## src/rtl/bcd_pkg.sv

```systemverilog
// Shared BCD digit type and active-low 7-segment glyph table {a,b,c,d,e,f,g,dp}.
package bcd_pkg;

    localparam int unsigned DIGIT_W = 4;
    localparam int unsigned SEG_W   = 8;

    typedef logic [DIGIT_W-1:0] digit_t;

    localparam logic [SEG_W-1:0] SEG_BLANK = 8'hFF;

    // Segment pattern for one BCD digit; dp is always off.
    function automatic logic [SEG_W-1:0] seg_glyph(input digit_t digit);
        logic [SEG_W-1:0] seg;
        case (digit)
            4'd0:    seg = 8'b0000_0011;
            4'd1:    seg = 8'b1001_1111;
            4'd2:    seg = 8'b0010_0101;
            4'd3:    seg = 8'b0000_1101;
            4'd4:    seg = 8'b1001_1001;
            4'd5:    seg = 8'b0100_1001;
            4'd6:    seg = 8'b0100_0001;
            4'd7:    seg = 8'b0001_1111;
            4'd8:    seg = 8'b0000_0001;
            4'd9:    seg = 8'b0000_1001;
            default: seg = SEG_BLANK;
        endcase
        return seg;
    endfunction

endpackage

```

## src/rtl/bcd_digit_cell.sv

```systemverilog
// Single BCD digit up/down step; cin requests a step, cout propagates wrap to the next digit.
import bcd_pkg::*;

module bcd_digit_cell (
    input  digit_t digit_i,
    input  logic   up_i,
    input  logic   cin_i,
    output digit_t next_c_o,
    output logic   cout_c_o
);

    always_comb begin
        next_c_o = digit_i;
        cout_c_o = 1'b0;
        if (cin_i) begin
            if (up_i) begin
                if (digit_i >= 4'd9) begin
                    next_c_o = 4'd0;
                    cout_c_o = 1'b1;
                end else begin
                    next_c_o = digit_i + 4'd1;
                end
            end else begin
                if (digit_i == 4'd0) begin
                    next_c_o = 4'd9;
                    cout_c_o = 1'b1;
                end else begin
                    next_c_o = digit_i - 4'd1;
                end
            end
        end
    end

endmodule

```

## src/rtl/bcd_updown_counter_scan.sv

```systemverilog
// Multi-digit BCD up/down counter with parallel load, wrap pulse and a
// time-multiplexed active-low 7-segment scan output.
import bcd_pkg::*;

module bcd_updown_counter_scan #(
    parameter int unsigned DIGITS = 4,
    parameter int unsigned SCAN_W = 3
) (
    input  logic                  clk,
    input  logic                  rst,
    input  logic                  count_tick,
    input  logic                  scan_tick,
    input  logic                  en,
    input  logic                  up,
    input  logic                  load,
    input  logic [4*DIGITS-1:0]   load_val,
    output logic [4*DIGITS-1:0]   count,
    output logic                  carry_out,
    output logic [DIGITS-1:0]     ssd_ctrl,
    output logic [SEG_W-1:0]      ssd
);

    localparam int unsigned CNT_W = DIGIT_W * DIGITS;

    logic [CNT_W-1:0]  count_q, count_d, stepped, load_clean;
    logic              carry_q, carry_d;
    logic [SCAN_W-1:0] idx_q, idx_d;
    logic [DIGITS-1:0] ctrl_q, ctrl_d;
    logic [SEG_W-1:0]  ssd_q, ssd_d;
    logic [DIGITS:0]   chain;
    digit_t            sel_digit;

    // Digit 0 always sees a step request; the whole chain is used only when a step is qualified.
    assign chain[0] = 1'b1;

    for (genvar g = 0; g < DIGITS; g++) begin : g_cell
        bcd_digit_cell u_cell (
            .digit_i  (count_q[4*g +: 4]),
            .up_i     (up),
            .cin_i    (chain[g]),
            .next_c_o (stepped[4*g +: 4]),
            .cout_c_o (chain[g+1])
        );
    end

    always_comb begin
        load_clean = '0;
        for (int k = 0; k < DIGITS; k++) begin
            load_clean[4*k +: 4] = (load_val[4*k +: 4] > 4'd9) ? 4'd0 : load_val[4*k +: 4];
        end
    end

    always_comb begin
        count_d = count_q;
        carry_d = 1'b0;
        if (load) begin
            count_d = load_clean;
        end else if (count_tick && en) begin
            count_d = stepped;
            carry_d = chain[DIGITS];
        end
    end

    // Segment decode follows the next-state index and count so ssd and ssd_ctrl move together.
    always_comb begin
        idx_d = idx_q;
        if (scan_tick) begin
            idx_d = (idx_q == SCAN_W'(DIGITS - 1)) ? '0 : idx_q + SCAN_W'(1);
        end
        ctrl_d    = '1;
        sel_digit = '0;
        for (int k = 0; k < DIGITS; k++) begin
            if (idx_d == SCAN_W'(k)) begin
                ctrl_d[k] = 1'b0;
                sel_digit = count_d[4*k +: 4];
            end
        end
        ssd_d = seg_glyph(sel_digit);
    end

    always_ff @(posedge clk) begin
        if (rst) begin
            count_q <= '0;
            carry_q <= 1'b0;
            idx_q   <= '0;
            ctrl_q  <= ~DIGITS'(1);
            ssd_q   <= seg_glyph('0);
        end else begin
            count_q <= count_d;
            carry_q <= carry_d;
            idx_q   <= idx_d;
            ctrl_q  <= ctrl_d;
            ssd_q   <= ssd_d;
        end
    end

    assign count     = count_q;
    assign carry_out = carry_q;
    assign ssd_ctrl  = ctrl_q;
    assign ssd       = ssd_q;

endmodule

```

## config.mk

```make
export PLATFORM = sky130hd
export DESIGN_NAME = bcd_updown_counter_scan
export DESIGN_NICKNAME = d
export VERILOG_FILES = /design/src/rtl/bcd_pkg.sv /design/src/rtl/bcd_digit_cell.sv /design/src/rtl/bcd_updown_counter_scan.sv
export SDC_FILE = /design/constraint.sdc
export NUM_CORES = 1
export LEC_CHECK = 0
export CORE_UTILIZATION = 57
export CTS_CLUSTER_DIAMETER = 50
export DETAILED_ROUTE_END_ITERATION = 12
export GPL_TIMING_DRIVEN = 0
export PLACE_DENSITY = 0.95
export SYNTH_ARGS = -nofsm -noshare
export SYNTH_HDL_FRONTEND = slang
export SYNTH_SLANG_ARGS = --single-unit
```

## constraint.sdc

```tcl
create_clock -name clk -period 5.75 [get_ports clk]
set_input_delay 1.15 -clock clk [delete_from_list [all_inputs] [get_ports clk]]
set_output_delay 1.15 -clock clk [all_outputs]
set_load 0.03 [all_outputs]
```

==> results of run 1 <==
cells in the mapped netlist (5+ instances only):
master     n
a211oi_1   8
a21oi_1   22
a31oi_1    5
clkbuf_1  11
dfxtp_1   31
ha_1      18
inv_1     23
mux2i_1    5
nand2_1   18
nand2b_1   6
nand3_1   12
nand3b_1   6
nor2_1    27
nor3_1     8
o21ai_0   17
o31ai_1    6
layer usage:
layer / vias up / track usage / part of all wire
met5: - / 0 / 0
met4: 0 / 0.147 / 0.031
met3: 29 / 0.0519 / 0.11
met2: 195 / 0.498 / 0.46
met1: 1329 / 0.417 / 0.41
li1: 1372 / - / -
worst paths after layout:
| path | start | slack, ps | end |
|---|---|---|---|
| min reg2reg | idx_q[2] | 600 | idx_q[2] |
| max | up | 1130 | ssd[3] |
| min | idx_q[2] | 600 | idx_q[2] |
| max reg2reg | count[0] | 1780 | ssd[3] |
area by class of cell:
class | count | area share
sequential | 31 | 0.187
multi-input combinational | 259 | 0.552
tap | 52 | 0.0196
clock buffer | 6 | 0.0248
inverter | 25 | 0.0282
timing repair buffer | 50 | 0.151
clock inverter | 2 | 0.0105
buffer | 18 | 0.0279
sequential cells by signal (all words and copies together), names as in the netlist:
signal	flops
count	16
carry_out	1
ssd_ctrl	4
idx_q	3
ssd	7
stage by stage:
| step | std cells | area (µm²) | hold WS, ps | setup WS (ps) |
|---|---|---|---|---|
| 3_3_place_gp | 435 | 3210 | 569 | 1050 |
| 4_1_cts | 443 | 3320 | 597 | 1210 |
| 5_1_grt | 443 | 3320 | 640 | 982 |
| 2_1_floorplan | 333 | 2640 | 535 | 2050 |
| 6_report | 443 | 3320 | 602 | 1130 |
| 3_5_place_dp | 435 | 3210 | 566 | 975 |
power by group through the flow:
stage / registers [µW] / logic, µW / clock network, µW
detailed placement: 256 / 287 / 0
finish: 251 / 294 / 237
global route: 253 / 317 / 244
global placement: 255 / 280 / 0
CTS: 251 / 290 / 233
floorplan: 290 / 159 / 0
logic make-up after synthesis:
group                    synth area share
adder cells (fa/ha/maj)            0.0853
other                             0.00142
buffers and inverters              0.0706
AO/OA/AOI/OAI                       0.320
XOR/XNOR                          0.00663
flip-flops                          0.235
AND/OR/NAND/NOR                     0.248
multiplexers                       0.0332
==> out/results.tsv, run 1 <==
stage	metric	value	unit
drt	Starting DRT DRC Count	326	
pwr	Logic pwr share	0.376	
final_layout	Final #Nets	431	
status	outcome	finished clean	
logic_synthesis	FFs w/ async S/R, synth	0	
pwr	Power Density	235	nW/µm²
logic_synthesis	Primary FF master, synth	dfxtp_1	
cts	Clock Root Buffer	clkbuf_8	
logic_synthesis	Mapped Cells	333	
timing	worst relative slew slack	0.305	
cts	CTS tree	done	
worst_setup_path	R2R depth	11	
worst_setup_path	crit path cell chain	clkdlybuf4s50_1, buf_4, nand2_1, o32ai_1, a31o_1, o31ai_1, a32o_1, or4b_4, ha_1, mux2_4, a221oi_2	
logic_synthesis	yosys warns	0	
final_layout	post-layout util	0.753	
pwr	total power	782	µW
cts	post-CTS setup buffer count	0	
worst_setup_path	Worst EP required	5960	ps
die	I/O pin count	52	
final_layout	Area Overhead vs Synth	25.9	%
place	HPWL Detailed	5.39	mm
final_layout	storage element area	621	µm²
place	gpl congestion	0.895	
worst_setup_path	Arr. time, crit path	4830	ps
worst_setup_path	slowest CP cell	o32ai_1	
worst_setup_path	Setup CP Type	in2reg	
die	Core Region	4410	µm²
global_route	Overall Global Routing Usage	0.314	
drt	final WL	7.63	mm
final_layout	multi-input logic area	1830	µm²
worst_setup_path	CP top delay family	compound AO/OA/AOI/OAI gates	
cts	H-tree Lvls	2	
cts	Worst-Skew Late Latency	300	ps
pwr	P_int	500	µW
die	Initial Util	0.598	
pwr	switch share	0.360	
final_layout	Inserted Diodes	0	
worst_setup_path	CP Buf/Inv Count	2	
flow_run	number of max-cap violations	0	
cts	clk buf depth	2	
logic_synthesis	Seq/Total Area, Yosys	0.235	
worst_setup_path	Crit. path cell count	11	
timing	crit share post-route	0.803	
logic_synthesis	area leader, netlist	dfxtp_1	
die	Die X	70.1	µm
worst_setup_path	Worst path max stage delay	850	ps
pwr	worst vdd ir	0.124	mV
worst_setup_path	Setup crit start kind	input port	
timing	fin crit period	4620	ps
pwr	Psw	282	µW
final_layout	commonest non-fill, non-tap cells in the layout	clkdlybuf4s50_1 (50), dfxtp_1 (31), nor2_1 (27)	
timing	Fin Setup TNS	0	ps
global_route	largest net degree at the start of global routing	11	
timing	Pins Over Slew Limit	0	
worst_hold_path	hold path cells	1	
logic_synthesis	Synth top area share	0.235	
worst_hold_path	worst hold path type	reg2reg	
timing	RSZ-0062 raised after global routing	false	
cts	CTS resizes	0	
global_route	first-pass GRT wire length	12.4	mm
cts	Worst-path clk slew	80	ps
timing	Final setup viols	0	
die	Die Area	4910	µm²
drt	router iterations before antenna repair	5	
timing	clock skew	6.73	ps
drt	Via-to-Cell Ratio	6.60	
drt	vias	2925	
timing	Final Hold Viols	0	
place	# port buffers	50	
logic_synthesis	Yosys reg bits	31	
logic_synthesis	syn_nets	374	
pwr	Leak	0.00125	µW
pwr	Clk pwr share	0.303	
worst_setup_path	CP Max Fanout	10	
final_layout	commonest non-fill, non-tap cell in the layout	clkdlybuf4s50_1	
cts	CTS Sinks	31	
timing	fmax	217	MHz
logic_synthesis	ranking of synthesized cells by area	dfxtp_1 (23%), ha_1 (8.5%), a21oi_1 (4.2%), nor2_1 (3.8%), inv_1 (3.3%)	
final_layout	fraction of layout instances using a drive strength above 1	0.0972	
timing	worst-margin pin slew	1040	ps
global_route	number of global-route vias before repair	2700	
pwr	sequential group share of total power	0.321	
logic_synthesis	synthesized area per cell	7.93	µm²
final_layout	Fillers	320	
logic_synthesis	EDFF count, synth	0	
logic_synthesis	synth unique cells	74	
global_route	global route overflow	0	
die	row count	24	
worst_setup_path	endpoint class of the critical path	register	
logic_synthesis	Mapped Area	2640	µm²
cts	cts bufs inserted	5	
drt	routed len/inst	17.2	µm
drt	DRC	0	
cts	Hold Buf Count CTS	0	
die	Die Height	70.1	µm
global_route	antenna violations before repair	0	
drt	Routed Antenna Nets	0	
(Power assumes the default switching activity.)
==> run 2, diff against run 1 <==
--- a/config.mk
+++ b/config.mk
@@ -5,11 +5,11 @@
 export SDC_FILE = /design/constraint.sdc
 export NUM_CORES = 1
 export LEC_CHECK = 0
-export CORE_UTILIZATION = 57
+export CORE_UTILIZATION = 53
 export CTS_CLUSTER_DIAMETER = 50
 export DETAILED_ROUTE_END_ITERATION = 12
 export GPL_TIMING_DRIVEN = 0
-export PLACE_DENSITY = 0.95
+export PLACE_DENSITY = 0.92
 export SYNTH_ARGS = -nofsm -noshare
 export SYNTH_HDL_FRONTEND = slang
 export SYNTH_SLANG_ARGS = --single-unit
==> constraint.sdc (replaced) <==
create_clock -name clk -period 4.3 [get_ports clk]
set_input_delay 0.86 -clock clk [delete_from_list [all_inputs] [get_ports clk]]
set_output_delay 0.86 -clock clk [all_outputs]
set_load 0.03 [all_outputs]
==> run 2 against run 1 <==
Cell area is essentially flat. Wire length grew 2.3%. Largest cell class unchanged. Register-to-register slack lost 1100 ps. Sequential cell count is the same. Non-clock buffer count is the same. Highest routed layer unchanged. Worst setup slack lost 900 ps. Clock-buffer cell count is the same. Die area grew 7.3%. Utilization shrank 5.4 points. Combinational power grew 35%. First-iteration DRC count shrank 4.9%. Largest power group unchanged.
==> out/results.tsv, run 2 (synthesized netlist as in run 1, its figures left out) <==
stage	metric	value	unit	change
worst_setup_path	Setup CP Type	in2reg		
cts	clk buf depth	2		unchanged
drt	final WL	7.81	mm	+2.3%
place	Post-Place Cells	450		+3.4%
global_route	number of global-route vias before repair	2584		-4.3%
global_route	global route overflow	0		unchanged
drt	router iterations before antenna repair	5		unchanged
cts	CTS resizes	0		unchanged
cts	H-tree Lvls	2		unchanged
final_layout	fraction of layout instances using a drive strength above 1	0.100		+0.00281
die	I/O pin count	52		unchanged
drt	vias	2912		-0.44%
final_layout	commonest non-fill, non-tap cells in the layout	clkdlybuf4s50_1 (50), dfxtp_1 (31), nor2_1 (27)		
drt	Via-to-Cell Ratio	6.37		-3.5%
timing	Pins Over Slew Limit	0		unchanged
timing	fin crit period	4070	ps	
final_layout	Final #Nets	431		unchanged
worst_setup_path	Setup crit start kind	input port		
drt	routed len/inst	17.1	µm	-0.83%
die	Core Region	4750	µm²	+7.7%
global_route	Overall Global Routing Usage	0.305		-0.00932
pwr	Power Density	294	nW/µm²	+25%
drt	WL met2	3.54	mm	+1.9%
worst_hold_path	worst hold path type	reg2reg		
drt	DRC	0		unchanged
cts	Worst-path clk slew	70	ps	about the same
final_layout	Inserted Diodes	0		unchanged
timing	RSZ-0062 raised after global routing	false		
flow_run	number of max-cap violations	0		unchanged
timing	Final setup viols	0		unchanged
die	Die Area	5270	µm²	+7.3%
timing	worst hold slack	589	ps	-12.1 ps
worst_setup_path	R2R depth	12		+1
timing	crit share post-route	0.947		
final_layout	multi-input logic area	1840	µm²	+0.41%
global_route	largest net degree at the start of global routing	11		unchanged
die	Die X	72.6	µm	+3.6%
final_layout	Area Overhead vs Synth	25.8	%	about the same
final_layout	post-layout util	0.699		-0.0544
pwr	worst vdd ir	0.147	mV	+19%
place	gpl congestion	0.911		+1.8%
pwr	Leak	0.00124	µW	-0.73%
die	Die Height	72.6	µm	+3.6%
global_route	antenna violations before repair	0		unchanged
worst_hold_path	hold path cells	1		unchanged
worst_setup_path	CP Max Fanout	10		unchanged
global_route	first-pass GRT wire length	12.5	mm	+1.1%
timing	worst-margin pin slew	699	ps	-340 ps
place	# port buffers	50		unchanged
die	Initial Util	0.556		-0.0428
worst_setup_path	Worst EP required	4480	ps	-1480 ps
cts	Hold Buf Count CTS	0		unchanged
cts	CTS Sinks	31		unchanged
final_layout	max FFs per register	16		unchanged
status	outcome	finished clean		
timing	clock skew	7.22	ps	+0.487 ps
drt	Top Layer Used	met4		
cts	Worst-Skew Late Latency	290	ps	about the same
drt	Routed Antenna Nets	0		unchanged
timing	fmax	246	MHz	
cts	CTS tree	done		
drt	met1 WL	3.40	mm	+9.4%
worst_setup_path	endpoint class of the critical path	register		
place	HPWL Detailed	5.56	mm	+3.2%
final_layout	storage element area	621	µm²	unchanged
timing	Final Hold Viols	0		unchanged
cts	Clock Root Buffer	clkbuf_8		
die	row count	25		+4.2%
final_layout	Finished Layout Cells	457		+3.2%
final_layout	commonest non-fill, non-tap cell in the layout	clkdlybuf4s50_1		
drt	Starting DRT DRC Count	310		-4.9%
cts	post-CTS setup buffer count	0		unchanged
final_layout	Fillers	383		+20%
worst_setup_path	Arr. time, crit path	4250	ps	-580 ps
cts	cts bufs inserted	5		unchanged
timing	worst relative slew slack	0.521		+0.215
drt	met3 wire length	620	µm	-23%
-- run 2: changes by cell type in the layout (fill, tap and decap cells not counted) --
cell / previous run / this run
buf_1: 1 / 0
o32ai_1: 1 / 0
bufinv_16: 1 / 0
o32ai_2: 0 / 1
clkbuf_2: 0 / 1
-- run 2: path summary, 6_finish.rpt --
kind / slack (ps) / from / to
max: 230 / up / ssd[4]
min reg2reg: 590 / idx_q[2] / idx_q[2]
min: 590 / idx_q[2] / idx_q[2]
max reg2reg: 640 / count[8] / ssd[2]
-- run 2: layout make-up --
cell class                      count  share of cell area
Multi-Input combinational cell    259               0.554
Sequential cell                    31               0.187
Timing Repair Buffer               50               0.151
Buffer                             18              0.0282
Inverter                           25              0.0282
Tap cell                           67              0.0252
Clock buffer                        6              0.0249
Clock inverter                      1             0.00151
-- run 2: power by group --
group,internal [µW],switching [µW]
combinational,169,230
sequential,314,23.4
clock,126,117
-- run 2: routing by layer --
metal  global-route usage  vias to the layer above
met2                0.482                      151
met1                0.409                     1365
met4                0.150                        0
met5                    0                        -
met3               0.0428                       22
li1                     -                     1374
-- run 2: critical path, cell delays in order --
cell             delay, ps
clkdlybuf4s50_1        580
buf_4                  240
clkbuf_1               430
clkbuf_2               360
o221ai_1               180
nand3_1                110
a21oi_1                100
o21ai_0                210
o221a_2                280
clkbuf_1               400
nor2_1                 150
a221oi_1               360
-- run 2: stage by stage --
step | cell area (µm²) | total power (µW) | setup TNS (ps) | worst slack [ps]
after detailed placement | 3230 | 729 | -169 | -92.7
after CTS | 3310 | 970 | 0 | 156
after global routing | 3320 | 1020 | 0 | 23.3
final | 3320 | 978 | 0 | 227
after global placement | 3230 | 719 | -140 | -97.4
after floorplan | 2640 | 601 | 0 | 782
==> run 3, diff against run 2 <==
--- a/config.mk
+++ b/config.mk
@@ -5,11 +5,10 @@
 export SDC_FILE = /design/constraint.sdc
 export NUM_CORES = 1
 export LEC_CHECK = 0
-export CORE_UTILIZATION = 53
+export CORE_UTILIZATION = 40
 export CTS_CLUSTER_DIAMETER = 50
 export DETAILED_ROUTE_END_ITERATION = 12
-export GPL_TIMING_DRIVEN = 0
-export PLACE_DENSITY = 0.92
+export PLACE_DENSITY = 0.74
 export SYNTH_ARGS = -nofsm -noshare
 export SYNTH_HDL_FRONTEND = slang
 export SYNTH_SLANG_ARGS = --single-unit
==> run 3 against run 2 <==
Non-clock buffer count decreased by 8. Sequential power increased by 1%. Critical endpoint is now ssd[3]. Clock power increased by 25%. Wire length decreased by 5.1%. Worst hold slack improved by 11 ps. Maximum frequency increased by 7.6%. Utilization decreased by 17 points.
==> out/results.tsv, run 3 (synthesized netlist as in run 1, its figures left out) <==
stage	metric	value	unit	change
place	DP Worst Slack	289	ps	+382 ps
timing	Final WS setup	514	ps	+287 ps
cts	Worst-path clk slew	70	ps	about the same
drt	routed len/inst	16.1	µm	-5.7%
cts	CTS resizes	0		unchanged
global_route	met2 GRT Util	0.321		-0.161
cts	clk buf depth	2		unchanged
timing	fin crit period	3790	ps	-287 ps
drt	router iterations before antenna repair	5		unchanged
drt	Routed Antenna Nets	0		unchanged
die	I/O pin count	52		unchanged
timing	Fin Setup TNS	0	ps	unchanged
global_route	global route overflow	0		unchanged
drt	Via-to-Cell Ratio	6.12		-4.0%
timing	worst relative slew slack	0.552		+0.0318
global_route	met3 Resource Use GR	0.0467		+0.00390
drt	vias	2815		-3.3%
worst_setup_path	Arr. time, crit path	3980	ps	-270 ps
timing	RSZ-0062 raised after global routing	false		
drt	DRC	0		unchanged
die	Initial Util	0.416		-0.140
final_layout	commonest non-fill, non-tap cells in the layout	clkdlybuf4s50_1 (50), dfxtp_1 (31), nor2_1 (27)		
cts	CTS tree	done		
timing	Pins Over Slew Limit	0		unchanged
flow_run	number of max-cap violations	0		unchanged
global_route	first-pass GRT wire length	12.2	mm	-2.0%
timing	Final Hold Viols	0		unchanged
cts	H-tree Lvls	2		unchanged
timing	worst-margin pin slew	655	ps	-44.6 ps
place	# port buffers	50		unchanged
pwr	Leak	0.00126	µW	+1.0%
worst_hold_path	worst hold path type	reg2reg		
die	Core Region	6350	µm²	+34%
place	HPWL Detailed	5.39	mm	-3.1%
global_route	Overall Global Routing Usage	0.214		-0.0910
die	Die Area	6930	µm²	+32%
timing	crit share post-route	0.880		-0.0668
drt	Starting DRT DRC Count	229		-26%
worst_setup_path	CP Max Fanout	7		-3
pwr	Power Density	309	nW/µm²	+4.9%
place	gpl congestion	0.909		-0.24%
timing	clock skew	4.61	ps	-2.61 ps
final_layout	fraction of layout instances using a drive strength above 1	0.110		+0.00966
worst_setup_path	Worst EP required	4500	ps	+20 ps
worst_setup_path	r2r setup slk	720	ps	+80 ps
final_layout	commonest non-fill, non-tap cell in the layout	clkdlybuf4s50_1		
global_route	largest net degree at the start of global routing	31		+20
global_route	number of global-route vias before repair	2602		+0.70%
timing	Final setup viols	0		unchanged
cts	Hold Buf Count CTS	0		unchanged
worst_setup_path	Setup CP Type	in2reg		
cts	Worst-Skew Late Latency	280	ps	about the same
final_layout	Fillers	628		+64%
final_layout	Area Overhead vs Synth	26.4	%	
final_layout	Inserted Diodes	0		unchanged
worst_setup_path	endpoint class of the critical path	register		
cts	CTS Sinks	31		unchanged
timing	fmax	264	MHz	+7.6%
worst_setup_path	Setup crit start kind	input port		
cts	Clock Root Buffer	clkbuf_8		
drt	final WL	7.41	mm	-5.1%
global_route	global route hottest layer	met2		
status	outcome	finished clean		
cts	post-CTS setup buffer count	0		unchanged
die	Die Height	83.3	µm	+15%
cts	cts bufs inserted	5		unchanged
die	Die X	83.3	µm	+15%
pwr	worst vdd ir	0.162	mV	+9.7%
final_layout	Final #Nets	423		-1.9%
global_route	grt met1 use	0.291		-0.118
final_layout	max FFs per register	16		unchanged
die	row count	29		+16%
global_route	antenna violations before repair	0		unchanged
## run 3: where the power goes
part / total, µW / internal, µW / switching, µW
logic: 387 / 168 / 218
registers: 341 / 314 / 27.5
clock network: 304 / 187 / 117
## run 3: routing by layer
metal,vias to the layer above,wire length (µm)
li1,1355,-
met1,1296,3340
met2,144,3250
met3,20,622
met4,0,191
met5,-,0
## run 3: worst max-delay path: stages
cell and delay, ps:
clkdlybuf4s50_1 530, nor4b_1 540, a31oi_2 140, nor3_4 230, nand3_1 120, a32o_1 270
or4b_4 580, ha_1 220, mux2_4 270, a221oi_2 200
## run 3: per-stage QoR
step	hold slack [ps]	utilization	total power, µW	instances	area [µm²]
after global routing	614	0.526	1080	460	3340
after detailed placement	580	0.507	727	452	3220
after CTS	590	0.526	1030	460	3340
final	600	0.526	1030	460	3340
after global placement	577	0.507	722	452	3220
after floorplan	535	-	601	333	2640
## run 3: layout make-up
class / instances / area, µm² / area share
Clock buffer: 6 / 82.6 / 0.0247
Clock inverter: 2 / 35.0 / 0.0105
Inverter: 25 / 93.8 / 0.0281
Multi-Input combinational cell: 259 / 1830 / 0.549
Sequential cell: 31 / 621 / 0.186
Tap cell: 77 / 96.3 / 0.0289
Timing Repair Buffer: 60 / 576 / 0.172
## run 3: worst paths after layout
| path | cells after the start | start | end |
|---|---|---|---|
| max reg2reg | 11 | count[0] | ssd[3] |
| min reg2reg | 1 | idx_q[2] | idx_q[2] |
| max | 10 | up | ssd[3] |
| min | 1 | idx_q[2] | idx_q[2] |
